===== src/rtl/seq_mult_nxm_pkg.sv =====
// Shared types and default widths for the sequential N x M shift-add multiplier.
package MULT_PKG;

  localparam int DEF_A_WIDTH     = 8;
  localparam int DEF_B_WIDTH     = 8;
  localparam int STATE_REG_WIDTH = 2;

  typedef enum logic [STATE_REG_WIDTH-1:0] {
    S_IDLE = 2'd0,
    S_CALC = 2'd1,
    S_DONE = 2'd2
  } state_t;

endpackage


===== src/rtl/seq_mult_nxm_dp.sv =====
// Multiplier datapath: operand capture, shift-add accumulator and result register.
// Signed (subtract-on-MSB) support is built only when MULT_SIGNED_EN is defined.
module seq_mult_nxm_dp #(
  parameter int A_WIDTH = 8,
  parameter int B_WIDTH = 8
) (
  input  logic                       clk_i,
  input  logic                       rst_n_i,
  input  logic                       start_i,
  input  logic                       step_i,
  input  logic                       last_i,
  input  logic                       load_i,
  input  logic                       signed_i,
  input  logic [A_WIDTH-1:0]         a_i,
  input  logic [B_WIDTH-1:0]         b_i,
  output logic [A_WIDTH+B_WIDTH-1:0] y_o
);

  localparam int P_WIDTH = A_WIDTH + B_WIDTH;

  logic [P_WIDTH-1:0] mcand_q, acc_q, y_q;
  logic [B_WIDTH-1:0] mplier_q;
  logic [P_WIDTH-1:0] a_ext, addend, acc_d;

`ifdef MULT_SIGNED_EN
  logic signed_q;

  always_comb begin
    a_ext  = signed_i ? {{B_WIDTH{a_i[A_WIDTH-1]}}, a_i} : {{B_WIDTH{1'b0}}, a_i};
    addend = mplier_q[0] ? mcand_q : '0;
    // MSB of a two's-complement multiplier carries negative weight
    acc_d  = (signed_q && last_i) ? (acc_q - addend) : (acc_q + addend);
  end
`else
  logic unused_ctrl;
  assign unused_ctrl = signed_i ^ last_i;

  always_comb begin
    a_ext  = {{B_WIDTH{1'b0}}, a_i};
    addend = mplier_q[0] ? mcand_q : '0;
    acc_d  = acc_q + addend;
  end
`endif

  always_ff @(posedge clk_i) begin
    if (!rst_n_i) begin
      mcand_q  <= '0;
      mplier_q <= '0;
      acc_q    <= '0;
      y_q      <= '0;
`ifdef MULT_SIGNED_EN
      signed_q <= 1'b0;
`endif
    end else begin
      if (start_i) begin
        mcand_q  <= a_ext;
        mplier_q <= b_i;
        acc_q    <= '0;
`ifdef MULT_SIGNED_EN
        signed_q <= signed_i;
`endif
      end else if (step_i) begin
        acc_q    <= acc_d;
        mcand_q  <= mcand_q << 1;
        mplier_q <= mplier_q >> 1;
      end
      if (load_i) y_q <= acc_q;
    end
  end

  assign y_o = y_q;

endmodule


===== src/rtl/seq_mult_nxm.sv =====
// Sequential N x M multiplier top: IDLE/CALC/DONE control FSM and iteration counter.
// Define MULT_SIGNED_EN to enable two's-complement operation via SIGNED_MODE.
module seq_mult_nxm
  import MULT_PKG::*;
#(
  parameter int A_WIDTH = DEF_A_WIDTH,
  parameter int B_WIDTH = DEF_B_WIDTH
) (
  input  logic                       SYS_CLOCK,
  input  logic                       FSM_SRESET_N,
  input  logic                       GO,
  input  logic                       SIGNED_MODE,
  input  logic [A_WIDTH-1:0]         A,
  input  logic [B_WIDTH-1:0]         B,
  output logic [A_WIDTH+B_WIDTH-1:0] Y_REG,
  output logic                       READY,
  output logic                       DONE
);

  localparam int CW = $clog2(B_WIDTH + 1);
  localparam logic [CW-1:0] CNT_DONE = CW'(B_WIDTH);
  localparam logic [CW-1:0] CNT_LAST = CW'(B_WIDTH - 1);

  state_t        state_q;
  logic [CW-1:0] cnt_q;
  logic          ready_q, done_q;
  logic          start, step, last, load;

  assign start = (state_q == S_IDLE) && GO;
  assign step  = (state_q == S_CALC) && (cnt_q != CNT_DONE);
  assign last  = (cnt_q == CNT_LAST);
  assign load  = (state_q == S_CALC) && (cnt_q == CNT_DONE);

  // The counter reaching B_WIDTH spends one extra CALC cycle so Y_REG loads on DONE entry
  always_ff @(posedge SYS_CLOCK) begin
    if (!FSM_SRESET_N) begin
      state_q <= S_IDLE;
      cnt_q   <= '0;
      ready_q <= 1'b1;
      done_q  <= 1'b0;
    end else begin
      case (state_q)
        S_IDLE: begin
          done_q <= 1'b0;
          if (GO) begin
            state_q <= S_CALC;
            cnt_q   <= '0;
            ready_q <= 1'b0;
          end
        end
        S_CALC: begin
          if (cnt_q == CNT_DONE) begin
            state_q <= S_DONE;
            done_q  <= 1'b1;
          end else begin
            cnt_q <= cnt_q + 1'b1;
          end
        end
        S_DONE: begin
          state_q <= S_IDLE;
          done_q  <= 1'b0;
          ready_q <= 1'b1;
        end
        default: begin
          state_q <= S_IDLE;
          done_q  <= 1'b0;
          ready_q <= 1'b1;
        end
      endcase
    end
  end

  seq_mult_nxm_dp #(
    .A_WIDTH(A_WIDTH),
    .B_WIDTH(B_WIDTH)
  ) u_dp (
    .clk_i   (SYS_CLOCK),
    .rst_n_i (FSM_SRESET_N),
    .start_i (start),
    .step_i  (step),
    .last_i  (last),
    .load_i  (load),
    .signed_i(SIGNED_MODE),
    .a_i     (A),
    .b_i     (B),
    .y_o     (Y_REG)
  );

  assign READY = ready_q;
  assign DONE  = done_q;

endmodule


===== config.mk =====
export PLATFORM = sky130hd
export DESIGN_NAME = seq_mult_nxm
export DESIGN_NICKNAME = d
export VERILOG_FILES = /design/src/rtl/seq_mult_nxm_pkg.sv /design/src/rtl/seq_mult_nxm_dp.sv /design/src/rtl/seq_mult_nxm.sv
export SDC_FILE = /design/constraint.sdc
export NUM_CORES = 1
export LEC_CHECK = 0
export ABC_AREA = 1
export CELL_PAD_IN_SITES_DETAIL_PLACEMENT = 2
export CELL_PAD_IN_SITES_GLOBAL_PLACEMENT = 2
export CORE_ASPECT_RATIO = 0.9
export CORE_MARGIN = 2
export CORE_UTILIZATION = 35
export CTS_CLUSTER_SIZE = 25
export DETAILED_ROUTE_END_ITERATION = 10
export DONT_BUFFER_PORTS = 1
export GPL_ROUTABILITY_DRIVEN = 0
export PLACE_DENSITY = 0.84
export SYNTH_ARGS = -nofsm -noshare
export SYNTH_HDL_FRONTEND = slang
export SYNTH_SLANG_ARGS = --single-unit

===== constraint.sdc =====
create_clock -name SYS_CLOCK -period 2.5 [get_ports SYS_CLOCK]
set_input_delay 0.5 -clock SYS_CLOCK [delete_from_list [all_inputs] [get_ports SYS_CLOCK]]
set_output_delay 0.5 -clock SYS_CLOCK [all_outputs]
set_load 0.01 [all_outputs]

# ---- Word level (Yosys, flattened, before mapping)
# Index checks and enable logic that the tools add are counted.
dict set report totals {
  ff_bits 64
  word_cells 43
  inputBits 20
  output_inout_bits 18
}
dict set report classes {
  addsub 2
  eq_ne 6
  bitwise 2
  muxes 13
  n_reduce_logical 11
}
# operator count
set op_table {}
lappend op_table {{$mux W8} 4}
lappend op_table {{$add A16 B16 Y16} 1}
lappend op_table {{$mux W16} 1}
lappend op_table {{$mux W4} 2}
lappend op_table {{$pmux W4 S2} 1}
lappend op_table {{$reduce_and A2 Y1} 3}
lappend op_table {{$add A4 B1 Y4 const B} 1}
lappend op_table {{$eq A4 B4 Y1 const B} 1}
lappend op_table {{$mux W2} 2}
lappend op_table {{$ne A2 B2 Y1 const B} 2}
lappend op_table {{$ne A4 B4 Y1 const B} 1}
lappend op_table {{$pmux W2 S2} 1}
lappend op_table {{$reduce_bool A2 Y1} 2}
lappend op_table {{$logic_and A1 B1 Y1} 3}
lappend op_table {{$reduce_and A3 Y1} 1}
lappend op_table {{$eq A2 B1 Y1 const B} 1}
lappend op_table {{$logic_not A2 Y1} 1}
lappend op_table {{$ne A2 B1 Y1 const B} 1}
lappend op_table {{$not A1 Y1} 2}
lappend op_table {{$pmux W1 S2} 1}
lappend op_table {{$reduce_or A2 Y1} 1}
lappend op_table {{$mux W1} 1}

# ---- Depth between registers and ports, before layout
dict set report logic_depth {
  word_depth 4
  ltp_mapped 16
}

# ---- Hierarchy
# Synthesis repeated with hierarchy kept, for this count alone.
dict set report hier_totals {
  hier_cells 531
  area_unflattened_um2 3578.4
}
# mod area_each_um2 seq_area_each_um2 instances cells_each
set by_module_without_submodules {}
lappend by_module_without_submodules {seq_mult_nxm_dp 3151.8 1121.1 1 472}
lappend by_module_without_submodules {seq_mult_nxm 426.7 160.2 1 59}

# ---- Worst setup path before layout
# OpenSTA, ideal clock, no wires.
dict set report synth_path {
  path_type {register to register}
  start {reg u_dp.mplier_q[0]}
  end {reg u_dp.acc_q[8]}
  stages_incl_launch_ff 16
  required_time_ns 2.391
  period_less_slack_ns 2.073
  setup_slack_ns 0.427
  path_buffers 2
  t_arrival_ns 1.965
  setup_time_ns 0.109
  path_cell_list {dfxtp_1 > clkbuf_1 > clkbuf_1 > nand2_1 > inv_1 > ha_1 > fa_1 > nand2_1 > nand2_1 > and2_1 > nand2_1 > nand2_1 > xnor2_1 > nand2_1 > nand2_1 > inv_1}
}
dict set report synth_between {
  elab_chain_len 2
}
# element line_no
set synth_lines {}
lappend synth_lines {{from (decl)} seq_mult_nxm_dp.sv:22} ;# logic [B_WIDTH-1:0] mplier_q;
lappend synth_lines {{from (signal assigned)} seq_mult_nxm_dp.sv:57} ;# mplier_q <= b_i;
lappend synth_lines {{from (signal assigned)} seq_mult_nxm_dp.sv:65} ;# mplier_q <= mplier_q >> 1;
lappend synth_lines {{$mux W16} seq_mult_nxm_dp.sv:40} ;# addend = mplier_q[0] ? mcand_q : '0;
lappend synth_lines {{$add A16 B16 Y16} seq_mult_nxm_dp.sv:41} ;# acc_d = acc_q + addend;
lappend synth_lines {{to (signal assigned)} seq_mult_nxm_dp.sv:49} ;# acc_q <= '0;
lappend synth_lines {{to (signal assigned)} seq_mult_nxm_dp.sv:58} ;# acc_q <= '0;
lappend synth_lines {{to (signal assigned)} seq_mult_nxm_dp.sv:63} ;# acc_q <= acc_d;
lappend synth_lines {{to (decl)} seq_mult_nxm_dp.sv:21} ;# logic [P_WIDTH-1:0] mcand_q, acc_q, y_q;
# Every way passes these cells.
# A chain may end at the register's enable or synchronous reset.

# ---- Final worst setup path
dict set report layout_path {
  start {reg cnt_q[1]}
  end {reg u_dp.mcand_q[5]}
}
dict set report layout_between {
  elab_chain_len 3
}
# element line_no
set layout_lines {}
lappend layout_lines {{from (decl)} seq_mult_nxm.sv:25} ;# logic [CW-1:0] cnt_q;
lappend layout_lines {{from (signal assigned)} seq_mult_nxm.sv:56} ;# cnt_q <= cnt_q + 1'b1;
lappend layout_lines {{$ne A4 B4 Y1} seq_mult_nxm.sv:30} ;# assign step = (state_q == S_CALC) && (cnt_q != CNT_DONE);
lappend layout_lines {{$logic_and A1 B1 Y1} seq_mult_nxm.sv:30}
lappend layout_lines {{$reduce_bool A2 Y1 (no source line)} -}
lappend layout_lines {{to (signal assigned)} seq_mult_nxm_dp.sv:56} ;# mcand_q <= a_ext;
lappend layout_lines {{to (signal assigned)} seq_mult_nxm_dp.sv:64} ;# mcand_q <= mcand_q << 1;
lappend layout_lines {{to (decl)} seq_mult_nxm_dp.sv:21}
# Every way passes these cells.

==> results_tabular.tex <==
\begin{tabular}{lr}
\hline
Metric & Value \\
\hline
\multicolumn{2}{l}{\textbf{Global routing}} \\
First-pass GRT wire length & 20.60 mm \\
Pin count of the biggest net entering global routing & 39 \\
Antenna violations before repair & 0 \\
GR Util All Layers & 0.2530 \\
Vias in the first global route & 3890 \\
Overflow left after global routing & 0 \\
\multicolumn{2}{l}{\textbf{Timing}} \\
Clock tree skew after final layout & 0.008701 ns \\
TNS Setup & 0 ns \\
Post-route fraction of the period consumed by the critical path & 0.9613 \\
Final Hold Fails & 0 \\
Slew at the pin closest to its max-slew limit & 0.7834 ns \\
Unrepaired setup endpoints after global routing & false \\
Max Slew Vio Count & 0 \\
Headroom to the max-slew limit & 0.4770 \\
Setup Viol. Count Final & 0 \\
Highest Clock Rate & 416.1 MHz \\
Final hold slack & 0.3027 ns \\
Final min period & 2.403 ns \\
Worst Slack Setup Final & 0.09676 ns \\
\multicolumn{2}{l}{\textbf{Yosys}} \\
Cells after Synth & 515 \\
Cell area after technology mapping & 3555 um\^{}2 \\
Proportion of synthesized chip area in sequential cells & 0.3604 \\
Synthesis Warnings & 0 \\
Number of different library cells in the post-synthesis netlist & 37 \\
Avg Synthesized Cell Area & 6.902 um\^{}2 \\
Total nets after synthesis & 553 \\
Number of storage elements in the synthesis netlist & 64 \\
\multicolumn{2}{l}{\textbf{Placed design}} \\
Instance area after placement & 3642 um\^{}2 \\
Pre-CTS worst setup slack & 0.1909 ns \\
IO Port Bufs & 0 \\
\# placed instances & 628 \\
Half-perimeter wire length of the detailed placement result & 8.229 mm \\
\multicolumn{2}{l}{\textbf{Floorplanning}} \\
Die Outline Area & 10980 um\^{}2 \\
Number of top-level design ports & 38 \\
Core Footprint & 9784 um\^{}2 \\
Die Wd & 110.2 um \\
Y dimension of the die & 99.61 um \\
Row count & 34 \\
Initial core utilization & 0.3633 \\
\multicolumn{2}{l}{\textbf{Finish}} \\
Layout Utilization & 0.4004 \\
Total non-filler cell area in the finished layout & 3918 um\^{}2 \\
Layout Area Growth over Synthesis & 10.21\% \\
Number of nets in the final layout & 551 \\
Antenna diode count & 0 \\
Final non-filler cell total & 643 \\
Fraction of layout cells with a size suffix above 1 & 0.1141 \\
\multicolumn{2}{l}{\textbf{Setup path}} \\
Crit Path Max Fanout & 22 \\
CP Launch Type & flop \\
Worst EP arrival & 2.62 ns \\
Path type of the worst setup path & reg -> reg \\
Required time at the endpoint of the critical path & 2.71 ns \\
Crit path capture type & flop \\
\multicolumn{2}{l}{\textbf{Clocking}} \\
Number of gates resized after cts & 0 \\
Worst-case clock buffer depth & 2 \\
Buffers inserted by post-CTS timing repair & 0 \\
CTS Hold Bufs & 0 \\
Clock buffer count from CTS & 9 \\
Clock latency on the worst-skew pair & 0.35 ns \\
Sink Count & 64 \\
Clock tree from TritonCTS & built \\
Clock Root Buffer & sky130\_fd\_sc\_hd\_\_clkbuf\_16 \\
Clock slew at the register clock pins of the worst setup and hold paths & 0.06 ns \\
H-tree depth & 3 \\
\multicolumn{2}{l}{\textbf{Outcome}} \\
Status & finished, final reports clean \\
\multicolumn{2}{l}{\textbf{Route}} \\
Initial DRC count & 135 \\
DRC errors left & 0 \\
Post-detailed-route via-to-cell ratio & 5.264 \\
Total routed wirelength & 13.08 mm \\
Drt wl/cell & 20.34 um \\
Overall via count from detail\_route & 3385 \\
TritonRoute pass-1 iters & 5 \\
Antenna-violating nets left & 0 \\
\multicolumn{2}{l}{\textbf{Min path}} \\
Classification of the worst-slack hold path & in -> reg \\
\multicolumn{2}{l}{\textbf{Power}} \\
Maximum VDD drop & 0.4099 mV \\
Power Total & 2.627 mW \\
Static power due to leakage & 1.903 nW \\
Power density over the cells & 670.5 nW/um\^{}2 \\
\multicolumn{2}{l}{\textbf{Run}} \\
Max-cap check violation count & 0 \\
\hline
\end{tabular}
==> power by group <==
| group | leakage (nW) | switching (mW) | internal (mW) |
|---|---|---|---|
| sequential | 0.522 | 0.0485 | 1.07 |
| clock | 0.134 | 0.494 | 0.717 |
| combinational | 1.25 | 0.213 | 0.0874 |
==> layout make-up <==
cell class	instances	area [um^2]
Inverter	87	331.6
Tap cell	126	157.7
Sequential cell	64	1282
Clock buffer	12	256.5
Fill cell	1162	5867
Timing Repair Buffer	5	37.54
Multi-Input combinational cell	346	1834
Clock inverter	3	17.52
==> flip-flops by register name (all words and copies together), names as in the netlist <==
register and cells:
state_q 2, u_dp.mcand_q 16, u_dp.mplier_q 8, READY 1
DONE 1, u_dp.y_o 16, cnt_q 4, u_dp.acc_q 16
==> cells in the final DEF (no fill, tap or decap), types with 3 or more instances in the layout <==
cell type,instances
sky130_fd_sc_hd__ha_1,17
sky130_fd_sc_hd__clkbuf_16,9
sky130_fd_sc_hd__xnor2_1,3
sky130_fd_sc_hd__nor3_1,3
sky130_fd_sc_hd__o21ai_1,3
sky130_fd_sc_hd__buf_4,5
sky130_fd_sc_hd__o21ai_2,8
sky130_fd_sc_hd__nor2_1,42
sky130_fd_sc_hd__inv_1,82
sky130_fd_sc_hd__nand2_1,133
sky130_fd_sc_hd__a21oi_2,5
sky130_fd_sc_hd__nor2_2,9
sky130_fd_sc_hd__a31oi_1,14
sky130_fd_sc_hd__nand3_1,35
sky130_fd_sc_hd__dfxtp_1,63
sky130_fd_sc_hd__o21ai_0,24
sky130_fd_sc_hd__a21oi_1,30
==> cells in the mapped netlist <==
master	count	share of area
sky130_fd_sc_hd__or2_1	1	0.0018
sky130_fd_sc_hd__clkinv_1	1	0.0011
sky130_fd_sc_hd__ha_1	17	0.060
sky130_fd_sc_hd__nand3_2	1	0.0028
sky130_fd_sc_hd__buf_8	1	0.0042
sky130_fd_sc_hd__o211ai_2	2	0.0070
sky130_fd_sc_hd__buf_2	8	0.011
sky130_fd_sc_hd__nor3_4	1	0.0046
sky130_fd_sc_hd__inv_2	2	0.0021
sky130_fd_sc_hd__nor2_2	9	0.016
sky130_fd_sc_hd__buf_4	3	0.0063
sky130_fd_sc_hd__nor2_1	42	0.044
sky130_fd_sc_hd__o21ai_0	24	0.034
sky130_fd_sc_hd__nor2_8	1	0.0056
sky130_fd_sc_hd__a21oi_1	30	0.042
sky130_fd_sc_hd__fa_1	1	0.0056
sky130_fd_sc_hd__nand2_4	1	0.0032
sky130_fd_sc_hd__nor2_4	2	0.0063
sky130_fd_sc_hd__buf_6	1	0.0032
sky130_fd_sc_hd__nor3_1	3	0.0042
sky130_fd_sc_hd__nand2_1	133	0.14
sky130_fd_sc_hd__xor2_1	2	0.0049
sky130_fd_sc_hd__nand2_2	2	0.0035
sky130_fd_sc_hd__xnor2_1	3	0.0074
sky130_fd_sc_hd__nand4_1	2	0.0035
sky130_fd_sc_hd__o21ai_1	3	0.0042
sky130_fd_sc_hd__or2_2	2	0.0035
sky130_fd_sc_hd__dfxtp_1	64	0.36
sky130_fd_sc_hd__inv_1	82	0.087
sky130_fd_sc_hd__o21ai_2	8	0.020
sky130_fd_sc_hd__a31oi_1	14	0.025
sky130_fd_sc_hd__a21oi_2	5	0.012
sky130_fd_sc_hd__nand3_1	35	0.049
sky130_fd_sc_hd__inv_4	2	0.0035
sky130_fd_sc_hd__a211oi_2	1	0.0035
sky130_fd_sc_hd__and2_1	1	0.0018
sky130_fd_sc_hd__clkbuf_1	5	0.0053
==> path summary, 6_finish.rpt <==
path | slack [ns] | endpoint | from | depth (start not counted)
worst max-delay path | 0.1 | u_dp.mcand_q[5]$_SDFFE_PN0P_ | cnt_q[1]$_SDFFE_PN0P_ | 9
worst min-delay path | 0.30 | READY$_SDFFE_PN1P_ | FSM_SRESET_N | 1
worst max register to register | 0.1 | u_dp.mcand_q[5]$_SDFFE_PN0P_ | cnt_q[1]$_SDFFE_PN0P_ | 9
worst min register to register | 0.48 | u_dp.mplier_q[7]$_SDFFE_PN0P_ | u_dp.mplier_q[7]$_SDFFE_PN0P_ | 2
==> routing by layer <==
layer | vias to the layer above | global-route usage | routed length (um)
met1 | 1674 | 0.2853 | 5408
met3 | 29 | 0.04653 | 424
met2 | 67 | 0.4530 | 6741
met4 | 0 | 0.1221 | 501
li1 | 1615 | - | -
met5 | - | 0 | 0
==> cell families (layout without fill, tap and decap cells) <==
| kind of cell | count (synthesis) | after routing | synth area share |
|---|---|---|---|
| AO/OA/AOI/OAI | 87 | 87 | 0.1475 |
| XOR/XNOR | 5 | 5 | 0.01232 |
| flip-flops | 64 | 64 | 0.3604 |
| buffers and inverters | 105 | 107 | 0.1235 |
| adder cells (fa/ha/maj) | 18 | 18 | 0.06547 |
| AND/OR/NAND/NOR | 236 | 236 | 0.2907 |
==> critical path, stage by stage, from the launching register on <==
cell and delay (ns):
sky130_fd_sc_hd__dfxtp_1 0.33, sky130_fd_sc_hd__inv_1 0.10, sky130_fd_sc_hd__ha_1 0.18, sky130_fd_sc_hd__nand3_2 0.16, sky130_fd_sc_hd__nand2_2 0.12, sky130_fd_sc_hd__buf_4 0.34, sky130_fd_sc_hd__nand2_2 0.16, sky130_fd_sc_hd__inv_2 0.38
sky130_fd_sc_hd__nand2_1 0.14, sky130_fd_sc_hd__a31oi_1 0.34
No activity file was read; power rests on OpenSTA's default activity.
